===== config.mk =====
export PLATFORM = sky130hd
export DESIGN_NAME = buf_read_streamer
export DESIGN_NICKNAME = d
export VERILOG_FILES = /design/src/rtl/buf_read_streamer_pkg.sv /design/src/rtl/buf_read_streamer_fifo.sv /design/src/rtl/buf_read_streamer.sv
export SDC_FILE = /design/constraint.sdc
export NUM_CORES = 1
export LEC_CHECK = 0
export ABC_CLOCK_PERIOD_IN_PS = 15300
export BUFFER_PORTS_ARGS = -buffer_cell sky130_fd_sc_hd__buf_2
export CORE_MARGIN = 1.5
export CORE_UTILIZATION = 40
export CTS_BUF_LIST = sky130_fd_sc_hd__clkbuf_2
export CTS_CLUSTER_DIAMETER = 150
export DETAILED_ROUTE_END_ITERATION = 7
export PLACE_DENSITY = 0.59
export SLEW_MARGIN = 20
export SYNTH_ARGS = -nofsm -noshare
export SYNTH_HDL_FRONTEND = slang
export SYNTH_HIERARCHICAL = 1
export SYNTH_SLANG_ARGS = --single-unit

===== constraint.sdc =====
create_clock -name clk -period 15.3 [get_ports clk]
set_input_delay 2.295 -clock clk [delete_from_list [all_inputs] [get_ports clk]]
set_output_delay 2.295 -clock clk [all_outputs]
set_load 0.01 [all_outputs]

===== src/rtl/buf_read_streamer_pkg.sv =====
// Shared widths and FSM encoding for the scratchpad read streamer.
package buf_read_streamer_pkg;

    localparam int ACT_BUF_DATA      = 64;
    localparam int ACT_BUF_ROWS_LOG2 = 8;
    localparam int BRS_LEN_W         = 9;
    localparam int BRS_FIFO_DEPTH    = 4;

    typedef enum logic [1:0] {
        ST_IDLE  = 2'd0,
        ST_ISSUE = 2'd1,
        ST_DRAIN = 2'd2
    } brs_state_e;

endpackage


===== src/rtl/buf_read_streamer_fifo.sv =====
// Small synchronous FIFO with occupancy count and flush, used to absorb
// downstream backpressure behind the buffer read port.
module stream_fifo
    import buf_read_streamer_pkg::*;
#(
    parameter int W     = ACT_BUF_DATA + 1,
    parameter int DEPTH = BRS_FIFO_DEPTH
) (
    input  logic                   clk,
    input  logic                   rst,
    input  logic                   push,
    input  logic                   pop,
    input  logic                   flush,
    input  logic [W-1:0]           wdata,
    output logic [W-1:0]           rdata,
    output logic                   empty,
    output logic [$clog2(DEPTH):0] count
);
    localparam int AW = $clog2(DEPTH);
    localparam int CW = AW + 1;

    logic [W-1:0]  mem_q [DEPTH];
    logic [AW-1:0] wptr_q;
    logic [AW-1:0] rptr_q;
    logic [CW-1:0] count_q;
    logic          do_pop;

    assign empty  = (count_q == '0);
    assign do_pop = pop && !empty;
    assign rdata  = mem_q[rptr_q];
    assign count  = count_q;

    always_ff @(posedge clk or posedge rst) begin
        if (rst) begin
            for (int i = 0; i < DEPTH; i++) begin
                mem_q[i] <= '0;
            end
            wptr_q  <= '0;
            rptr_q  <= '0;
            count_q <= '0;
        end else if (flush) begin
            wptr_q  <= '0;
            rptr_q  <= '0;
            count_q <= '0;
        end else begin
            if (push) begin
                mem_q[wptr_q] <= wdata;
                wptr_q        <= wptr_q + AW'(1);
            end
            if (do_pop) begin
                rptr_q <= rptr_q + AW'(1);
            end
            count_q <= count_q + CW'(push) - CW'(do_pop);
        end
    end

endmodule


===== src/rtl/buf_read_streamer.sv =====
// Strided burst reader: issues buffer reads under FIFO credit control and
// streams the returned words out over a valid/ready port.
module buf_read_streamer
    import buf_read_streamer_pkg::*;
#(
    parameter int DATA_W     = ACT_BUF_DATA,
    parameter int ADDR_W     = ACT_BUF_ROWS_LOG2,
    parameter int LEN_W      = BRS_LEN_W,
    parameter int FIFO_DEPTH = BRS_FIFO_DEPTH
) (
    input  logic              clk,
    input  logic              rst,
    input  logic              cmd_valid,
    output logic              cmd_ready,
    input  logic [ADDR_W-1:0] cmd_base,
    input  logic [ADDR_W-1:0] cmd_stride,
    input  logic [LEN_W-1:0]  cmd_len,
    input  logic              abort,
    output logic              buf_rd_en,
    output logic [ADDR_W-1:0] buf_rd_addr,
    input  logic [DATA_W-1:0] buf_rd_data,
    output logic              out_valid,
    input  logic              out_ready,
    output logic [DATA_W-1:0] out_data,
    output logic              out_last,
    output logic              done
);
    localparam int CW = $clog2(FIFO_DEPTH) + 1;

    brs_state_e        state_q, state_d;
    logic [ADDR_W-1:0] addr_q, addr_d;
    logic [ADDR_W-1:0] stride_q, stride_d;
    logic [LEN_W-1:0]  rem_q, rem_d;
    logic [ADDR_W-1:0] rd_addr_q, rd_addr_d;
    logic              rd_en_q, rd_en_d;
    logic              rd_last_q, rd_last_d;
    logic              done_q, done_d;

    logic              fifo_empty;
    logic [CW-1:0]     fifo_count;
    logic [DATA_W:0]   fifo_rdata;
    logic              kill;
    logic              pop;
    logic              push;
    logic              room;
    logic [CW-1:0]     occ;

    assign kill      = abort && (state_q != ST_IDLE);
    assign out_valid = !fifo_empty;
    assign pop       = out_valid && out_ready;
    assign push      = rd_en_q && !kill;
    // Occupancy once this edge's capture and pop have both landed.
    assign occ       = fifo_count + CW'(rd_en_q) - CW'(pop);
    assign room      = occ < CW'(FIFO_DEPTH);

    assign buf_rd_en   = rd_en_q;
    assign buf_rd_addr = rd_addr_q;
    assign out_data    = fifo_rdata[DATA_W-1:0];
    assign out_last    = fifo_rdata[DATA_W] && out_valid;
    assign done        = done_q;

    always_comb begin
        state_d   = state_q;
        addr_d    = addr_q;
        stride_d  = stride_q;
        rem_d     = rem_q;
        rd_addr_d = rd_addr_q;
        rd_en_d   = 1'b0;
        rd_last_d = 1'b0;
        done_d    = 1'b0;
        cmd_ready = (state_q == ST_IDLE);
        unique case (state_q)
            ST_IDLE: begin
                if (cmd_valid) begin
                    if (cmd_len == '0) begin
                        done_d = 1'b1;
                    end else begin
                        state_d  = ST_ISSUE;
                        addr_d   = cmd_base;
                        stride_d = cmd_stride;
                        rem_d    = cmd_len;
                    end
                end
            end
            ST_ISSUE: begin
                if (!kill && room) begin
                    rd_en_d   = 1'b1;
                    rd_addr_d = addr_q;
                    rd_last_d = (rem_q == LEN_W'(1));
                    addr_d    = addr_q + stride_q;
                    rem_d     = rem_q - LEN_W'(1);
                    if (rem_q == LEN_W'(1)) begin
                        state_d = ST_DRAIN;
                    end
                end
            end
            ST_DRAIN: begin
                if (!rd_en_q && occ == '0) begin
                    state_d = ST_IDLE;
                    done_d  = 1'b1;
                end
            end
            default: state_d = ST_IDLE;
        endcase
        if (kill) begin
            state_d   = ST_IDLE;
            rd_en_d   = 1'b0;
            rd_last_d = 1'b0;
            done_d    = 1'b1;
        end
    end

    always_ff @(posedge clk or posedge rst) begin
        if (rst) begin
            state_q   <= ST_IDLE;
            addr_q    <= '0;
            stride_q  <= '0;
            rem_q     <= '0;
            rd_addr_q <= '0;
            rd_en_q   <= 1'b0;
            rd_last_q <= 1'b0;
            done_q    <= 1'b0;
        end else begin
            state_q   <= state_d;
            addr_q    <= addr_d;
            stride_q  <= stride_d;
            rem_q     <= rem_d;
            rd_addr_q <= rd_addr_d;
            rd_en_q   <= rd_en_d;
            rd_last_q <= rd_last_d;
            done_q    <= done_d;
        end
    end

    stream_fifo #(
        .W     (DATA_W + 1),
        .DEPTH (FIFO_DEPTH)
    ) u_fifo (
        .clk   (clk),
        .rst   (rst),
        .push  (push),
        .pop   (pop),
        .flush (kill),
        .wdata ({rd_last_q, buf_rd_data}),
        .rdata (fifo_rdata),
        .empty (fifo_empty),
        .count (fifo_count)
    );

endmodule


* Word-level counts from Yosys, hierarchy flattened
Index checks and enable logic that the tools add are counted.
** Word-level totals
- Register bits :: 305
- Bits of input ports :: 94
- Output and inout port bits :: 77
- Word-level logic and storage cells :: 103
** Operators by class
- $add $sub $neg :: 8
- Magnitude comparators :: 4
- Equal/unequal tests :: 11
- Mux-type cells :: 37
- Bitwise logic cells :: 4
- Reduce and logical (&&, ||, !) cells :: 24
** Operator list (count)
- 260-bit bitwise mux :: 1
- 65-bit two-way mux :: 3
- 65-bit binary-select mux with 2-bit select :: 1
- 65-bit demux with 2-bit select :: 1
- 9-bit two-way mux :: 3
- 8-bit two-way mux :: 3
- 2-bit two-way mux :: 10
- 9-bit case mux with 2 select lines :: 1
- 8-bit case mux with 2 select lines :: 1
- 3-bit != test (second input constant) :: 4
- 1-bit two-way mux :: 10
- 9-bit by 1-bit equality test with 1-bit output (second input constant) :: 1
- 9-bit logical NOT :: 1
- 9-bit by 1-bit subtractor with 9-bit output (second input constant) :: 1
- 8-bit adder :: 1
- 1-bit logical AND :: 8
- 2-bit nonzero test :: 4
- 3-bit by 1-bit adder with 3-bit output :: 2
- 3-bit greater-or-equal comparator (second input constant) :: 2
- 3-bit logical NOT :: 2
- 2-bit != test (second input constant) :: 3
- 2-bit inverter with 3-bit output :: 2
- 2-bit case mux with 3 select lines :: 1
- 3-bit by 1-bit subtractor with 3-bit output :: 2
- 15 further kinds :: 20

* Logic depth before layout (Yosys ltp)
- Depth in word-level cells :: 9
- Depth in mapped cells :: 13
- Depth with buffers taken out :: 11

* By module
The synthesis kept the hierarchy.
** Modules (own cells, without submodules)
- stream_fifo :: instances 1, cells each 671, area each 11917.7 µm², sequential area each 6681.4 µm²
- buf_read_streamer :: instances 1, cells each 226, area each 2184.6 µm², sequential area each 950.9 µm²

* Least setup slack after synthesis
No wires, ideal clock.
- Path kind :: in2reg
- Start :: in out_ready
- End :: reg rem_q[0]
- Setup time :: 0.126 ns
- Arrival :: 4.300 ns
- Data required time :: 15.174 ns
- Setup slack :: 10.874 ns
- Cell stages on the path :: 11
- Path buffers :: 1
- Cell sequence :: nor2b_1 ha_1 inv_1 ha_1 fa_1 xnor3_1 nor3_2 buf_6 nor2_2 nor3_1 a311o_1
** On the way
- Cells in the longest elaborated chain, start to end :: 6
** Ends and longest elaborated chain
- start, declared :: RTL line buf_read_streamer.sv:23 : input logic out_ready,
- 1-bit logical AND :: RTL line buf_read_streamer.sv:50 : assign pop = out_valid && out_ready;
- 3-bit by 1-bit subtractor with 3-bit output :: RTL line buf_read_streamer.sv:53 : assign occ = fifo_count + CW'(rd_en_q) - CW'(pop);
- 3-bit less-than comparator :: RTL line buf_read_streamer.sv:54 : assign room = occ < CW'(FIFO_DEPTH);
- 1-bit logical AND :: RTL line buf_read_streamer.sv:86 : if (!kill && room) begin
- 2-bit != test (no source line)
- 4-bit AND reduction (no source line)
- end signal, assigned :: RTL line buf_read_streamer.sv:127 : rem_q <= rem_d;
- end, declared :: RTL line buf_read_streamer.sv:33 : logic [LEN_W-1:0] rem_q, rem_d;
No other way between the ends.
A chain may end at the register's enable or synchronous reset.

* Worst setup path after layout
- Start :: reg u_fifo.rptr_q[0]
- End :: out out_last
** On the way
- Cells in the longest elaborated chain, start to end :: 5
** Ends and longest elaborated chain
- start, declared :: RTL line buf_read_streamer_fifo.sv:24 : logic [AW-1:0] rptr_q;
- start signal, assigned :: RTL line buf_read_streamer_fifo.sv:51 : rptr_q <= rptr_q + AW'(1);
- 2-bit inverter with 3-bit output (not written as such) :: RTL line buf_read_streamer_fifo.sv:30 : assign rdata = mem_q[rptr_q];
- 65-bit binary-select mux with 2-bit select :: RTL line buf_read_streamer_fifo.sv:30
- 65-bit two-way mux (not written as such) (2 in series) :: RTL line buf_read_streamer_fifo.sv:30
- named net fifo_rdata[64] :: RTL line buf_read_streamer.sv:41 : logic [DATA_W:0] fifo_rdata;
- 1-bit logical AND :: RTL line buf_read_streamer.sv:59 : assign out_last = fifo_rdata[DATA_W] && out_valid;
- end, declared :: RTL line buf_read_streamer.sv:25 : output logic out_last,
The timed path passes the listed nets, and every way through them passes these cells. The select of a mux whose other input is x is not followed.

==> results.sh <==
export IMPL_p_total_uw=2975
export IMPL_synth_cells=897
export IMPL_fin_ws_ns=9.598
export IMPL_wire_per_inst_um=18.45
export IMPL_path_buf_inv=2
export IMPL_die_x_um=190.8
export IMPL_grt_pass1_vias=8868
export IMPL_synth_xor_area_frac=0.004436
export IMPL_numCtsBuffers=82
export IMPL_drt_iter0_markers=310
export IMPL_combinationalPowerShare=0.387
export IMPL_cp_slowest_cell="dfrtp_4"
export IMPL_holdBufCountCts=0
export IMPL_clock_path_buffers=3
export IMPL_clock_fmax_ghz=0.1754
export IMPL_internal_power_uw=1962
export IMPL_tns_ns=0
export IMPL_wirelength_mm=29.81
export IMPL_grt_max_degree=119
export IMPL_slew_headroom=0.3612
export IMPL_ys_types=51
export IMPL_rows=68
export IMPL_antenna_found_initial=4
export IMPL_cp_required_ns=13.01
export IMPL_pwr_share_seq=0.439
export IMPL_p_leak_uw=0.007857
export IMPL_critPathArrivalTime_ns=3.41
export IMPL_grt_pass1_wl_mm=47.81
export IMPL_ys_warn_count=6
export IMPL_finalHoldViolCount=0
export IMPL_overflow=0
export IMPL_min_period_over_period=0.3727
export IMPL_ant_nets=0
export IMPL_gp_congestion=0.7976
export IMPL_synth_seq_cells=305
export IMPL_syn_nets=1011
export IMPL_holdPathStages=1
export IMPL_highest_layer="met5"
export IMPL_worst_path_max_fanout=42
export IMPL_cts_resized=0
export IMPL_async_flop_share=1.000
export IMPL_drive_gt1_frac=0.5444
export IMPL_worstSetupEndpointType="output port"
export IMPL_clock_sinks=305
export IMPL_pre_cts_ws_ns=9.754
export IMPL_clkLatencyLatePin_ns=0.89
export IMPL_regToRegSetupSlack_ns=11.34
export IMPL_synth_edff_count=0
export IMPL_ir_worst_vdd_mv=0.07896
export IMPL_hpwl_mm=18.21
export IMPL_worst_setup_path_type="flip-flop to output port"
export IMPL_track_usage=0.1700
export IMPL_r2r_end="rem_q[0]"
export IMPL_seq_area_frac_synth=0.5412
export IMPL_synth_compound_gate_area_share=0.02742
export IMPL_synth_adder_area_share=0.01934
export IMPL_die_h_um=190.8
export IMPL_rsz0062_at_grt="false"
export IMPL_place_inst=1481
export IMPL_rr_worst_depth=11
export IMPL_clockRootBuffer="clkbuf_2"
export IMPL_start_util=0.4072
export IMPL_final_max_slew_viol_count=0
export IMPL_post_cts_buffers=0
export IMPL_fill_cells=3176
export IMPL_dr_wl_met2_mm=13.99
export IMPL_clkTransAtPathRegs_ns=0.10
export IMPL_ios=171
export IMPL_worstSetupStartpointType="flip-flop"
export IMPL_avgSynthCellArea_um2=15.72
export IMPL_swShare=0.3406
export IMPL_io_buffers=170
export IMPL_max_cap_violations=0
export IMPL_dr_wl_met3_mm=1.632
export IMPL_finClkSkew_ns=0.05813
export IMPL_clkPwrFrac=0.174
export IMPL_synthFlopType="dfrtp_1"
export IMPL_stdcell_count=1616
export IMPL_path_cells="buf_4, mux4_2, nor2b_1, buf_2"
export IMPL_synthMuxAreaShare=0.3390
export IMPL_area_growth_pct=12.51
export IMPL_crit_family="buffers and inverters"
export IMPL_fin_nets=1224
export IMPL_cts_tree="done"
export IMPL_die_area_um2=36390
export IMPL_worstReg2RegStart="u_fifo/count[1]"
export IMPL_wl_met1_mm=13.57
export IMPL_min_to="u_fifo/mem_q[13]"
export IMPL_period_minus_slack_ns=5.702
export IMPL_yosys_area_share_simple=0.03318
export IMPL_via_per_inst=5.131
export IMPL_core_area_um2=34630
export IMPL_dr_pass1_iters=4
export IMPL_drc=0
export IMPL_min_path_type="flip-flop to flip-flop"
export IMPL_synth_top_family_by_area="multiplexers"
export IMPL_slowest_delay_ns=0.80
export IMPL_p_switching_uw=1013
export IMPL_power_density_nw_per_um2=187.5
export IMPL_num_vias=8292
export IMPL_tightest_slew_ns=0.9562
export IMPL_setup_violations_final=0
export IMPL_status="completed"
export IMPL_hp_start="u_fifo/mem_q[13]"
export IMPL_cts_max_level=3
export IMPL_syn_cell_area_um2=14100
-- flip-flops by register name, indices dropped and copies added (netlist names) --
register / cells
u_fifo/mem_q: 260
rem_q: 9
addr_q: 8
buf_rd_addr: 8
stride_q: 8
u_fifo/count: 3
state_q: 2
u_fifo/rptr_q: 2
u_fifo/wptr_q: 2
buf_rd_en: 1
done: 1
rd_last_q: 1
-- how the worst max path moves through the flow --
stage	startpoint	endpoint	slack, ns	depth (start not counted)
global placement	out_ready	rem_q[0]	9.84	11
floorplan	rst	u_fifo/count[0]	5.65	1
CTS	u_fifo/rptr_q[0]	out_last	9.35	4
global route	u_fifo/rptr_q[0]	out_last	9.27	4
detailed placement	out_ready	rem_q[0]	9.75	11
finish	u_fifo/rptr_q[0]	out_last	9.60	4
-- cell type report --
| cell class | instances | area (um2) | share of cell area |
|---|---|---|---|
| timing repair buffer | 184 | 959.7 | 0.06048 |
| inverter | 18 | 75.07 | 0.004731 |
| antenna | 2 | 5.005 | 0.0003154 |
| sequential | 305 | 7640 | 0.4815 |
| multi-input combinational | 519 | 5971 | 0.3763 |
| tap | 455 | 569.3 | 0.03588 |
| clock buffer | 107 | 535.5 | 0.03375 |
| clock inverter | 26 | 111.4 | 0.007018 |
-- routing by layer --
metal  GRT usage  vias to the layer above
met4     0.06239                        6
met2      0.2625                      216
met5           0                        -
met1      0.2273                     4237
li1            -                     3773
met3     0.04914                       60
-- power by group through the flow --
stage	clock network, uW	registers, uW	logic, uW
after floorplan	0	1240	904
after global placement	0	1320	1150
after detailed placement	0	1320	1170
after CTS	551	1310	1170
after global routing	589	1350	1260
final	518	1310	1150
-- worst register-to-register path, stage by stage, from the launching register on --
cell and delay (ns):
dfrtp_1 0.47, nor3_1 0.41, nor2b_1 0.16, ha_1 0.30, inv_1 0.04, ha_1 0.18, fa_1 0.38, xnor3_1 0.25
nor3_2 0.76, or2_1 0.52, nor2_1 0.08, a311o_1 0.33
-- synth_stat cells, types with 3 or more instances --
master | count | area, um2
a31oi_1 | 5 | 31.28
o31a_1 | 3 | 26.28
inv_1 | 18 | 67.56
nor3_1 | 9 | 45.04
buf_4 | 10 | 75.07
clkbuf_1 | 5 | 18.77
nand3_1 | 3 | 15.01
ha_1 | 17 | 212.7
a211oi_1 | 3 | 22.52
o21ai_0 | 19 | 95.09
fa_1 | 3 | 60.06
buf_6 | 22 | 247.7
a21oi_1 | 19 | 95.09
nand3b_1 | 5 | 37.54
mux2_4 | 50 | 750.7
o21a_1 | 3 | 22.52
dfrtp_1 | 305 | 7632
nor2_1 | 27 | 101.4
nor2b_1 | 10 | 62.56
buf_2 | 18 | 90.09
mux4_2 | 65 | 1464
nand2_1 | 17 | 63.81
mux2_2 | 206 | 2320
mux2_1 | 21 | 236.5
-- kinds of logic (layout without fill, tap and decap cells) --
kind of cell    count (synthesis)  count (layout)
compound gates                 63              63
flops                         305             305
mux                           343             343
other cells                     0               2
buf+inv                        73             335
simple gates                   89              89
xor+xnor                        4               4
fa+ha+maj                      20              20
-- per-stage QoR --
stage               hold WS, ns  cell area [um2]    util
floorplan                0.4589            14100       -
global route             0.5065            15860  0.4581
CTS                      0.4969            15860  0.4579
finish                   0.4901            15870  0.4582
global placement         0.4686            15210  0.4393
detailed placement       0.4799            15210  0.4393
-- cells in the final DEF (no fill, tap or decap), types with 3 or more instances in the layout --
cell type	synthesis	routed
nor2_1	27	27
a31oi_1	5	5
o21ai_0	19	19
mux2_1	21	21
inv_1	18	17
a21oi_1	19	19
mux4_2	65	65
nand3b_1	5	5
a211oi_1	3	3
nand3_1	3	3
fa_1	3	3
nor3_1	9	9
ha_1	17	17
mux2_2	206	206
clkbuf_2	0	107
nor2b_1	10	10
buf_2	18	170
mux2_4	50	50
clkinv_1	0	16
dfrtp_1	305	303
clkinv_2	0	5
o31a_1	3	3
buf_4	10	13
inv_2	0	3
o21a_1	3	3
nand2_1	17	17
Note: power is estimated with default switching activity, not from simulation.
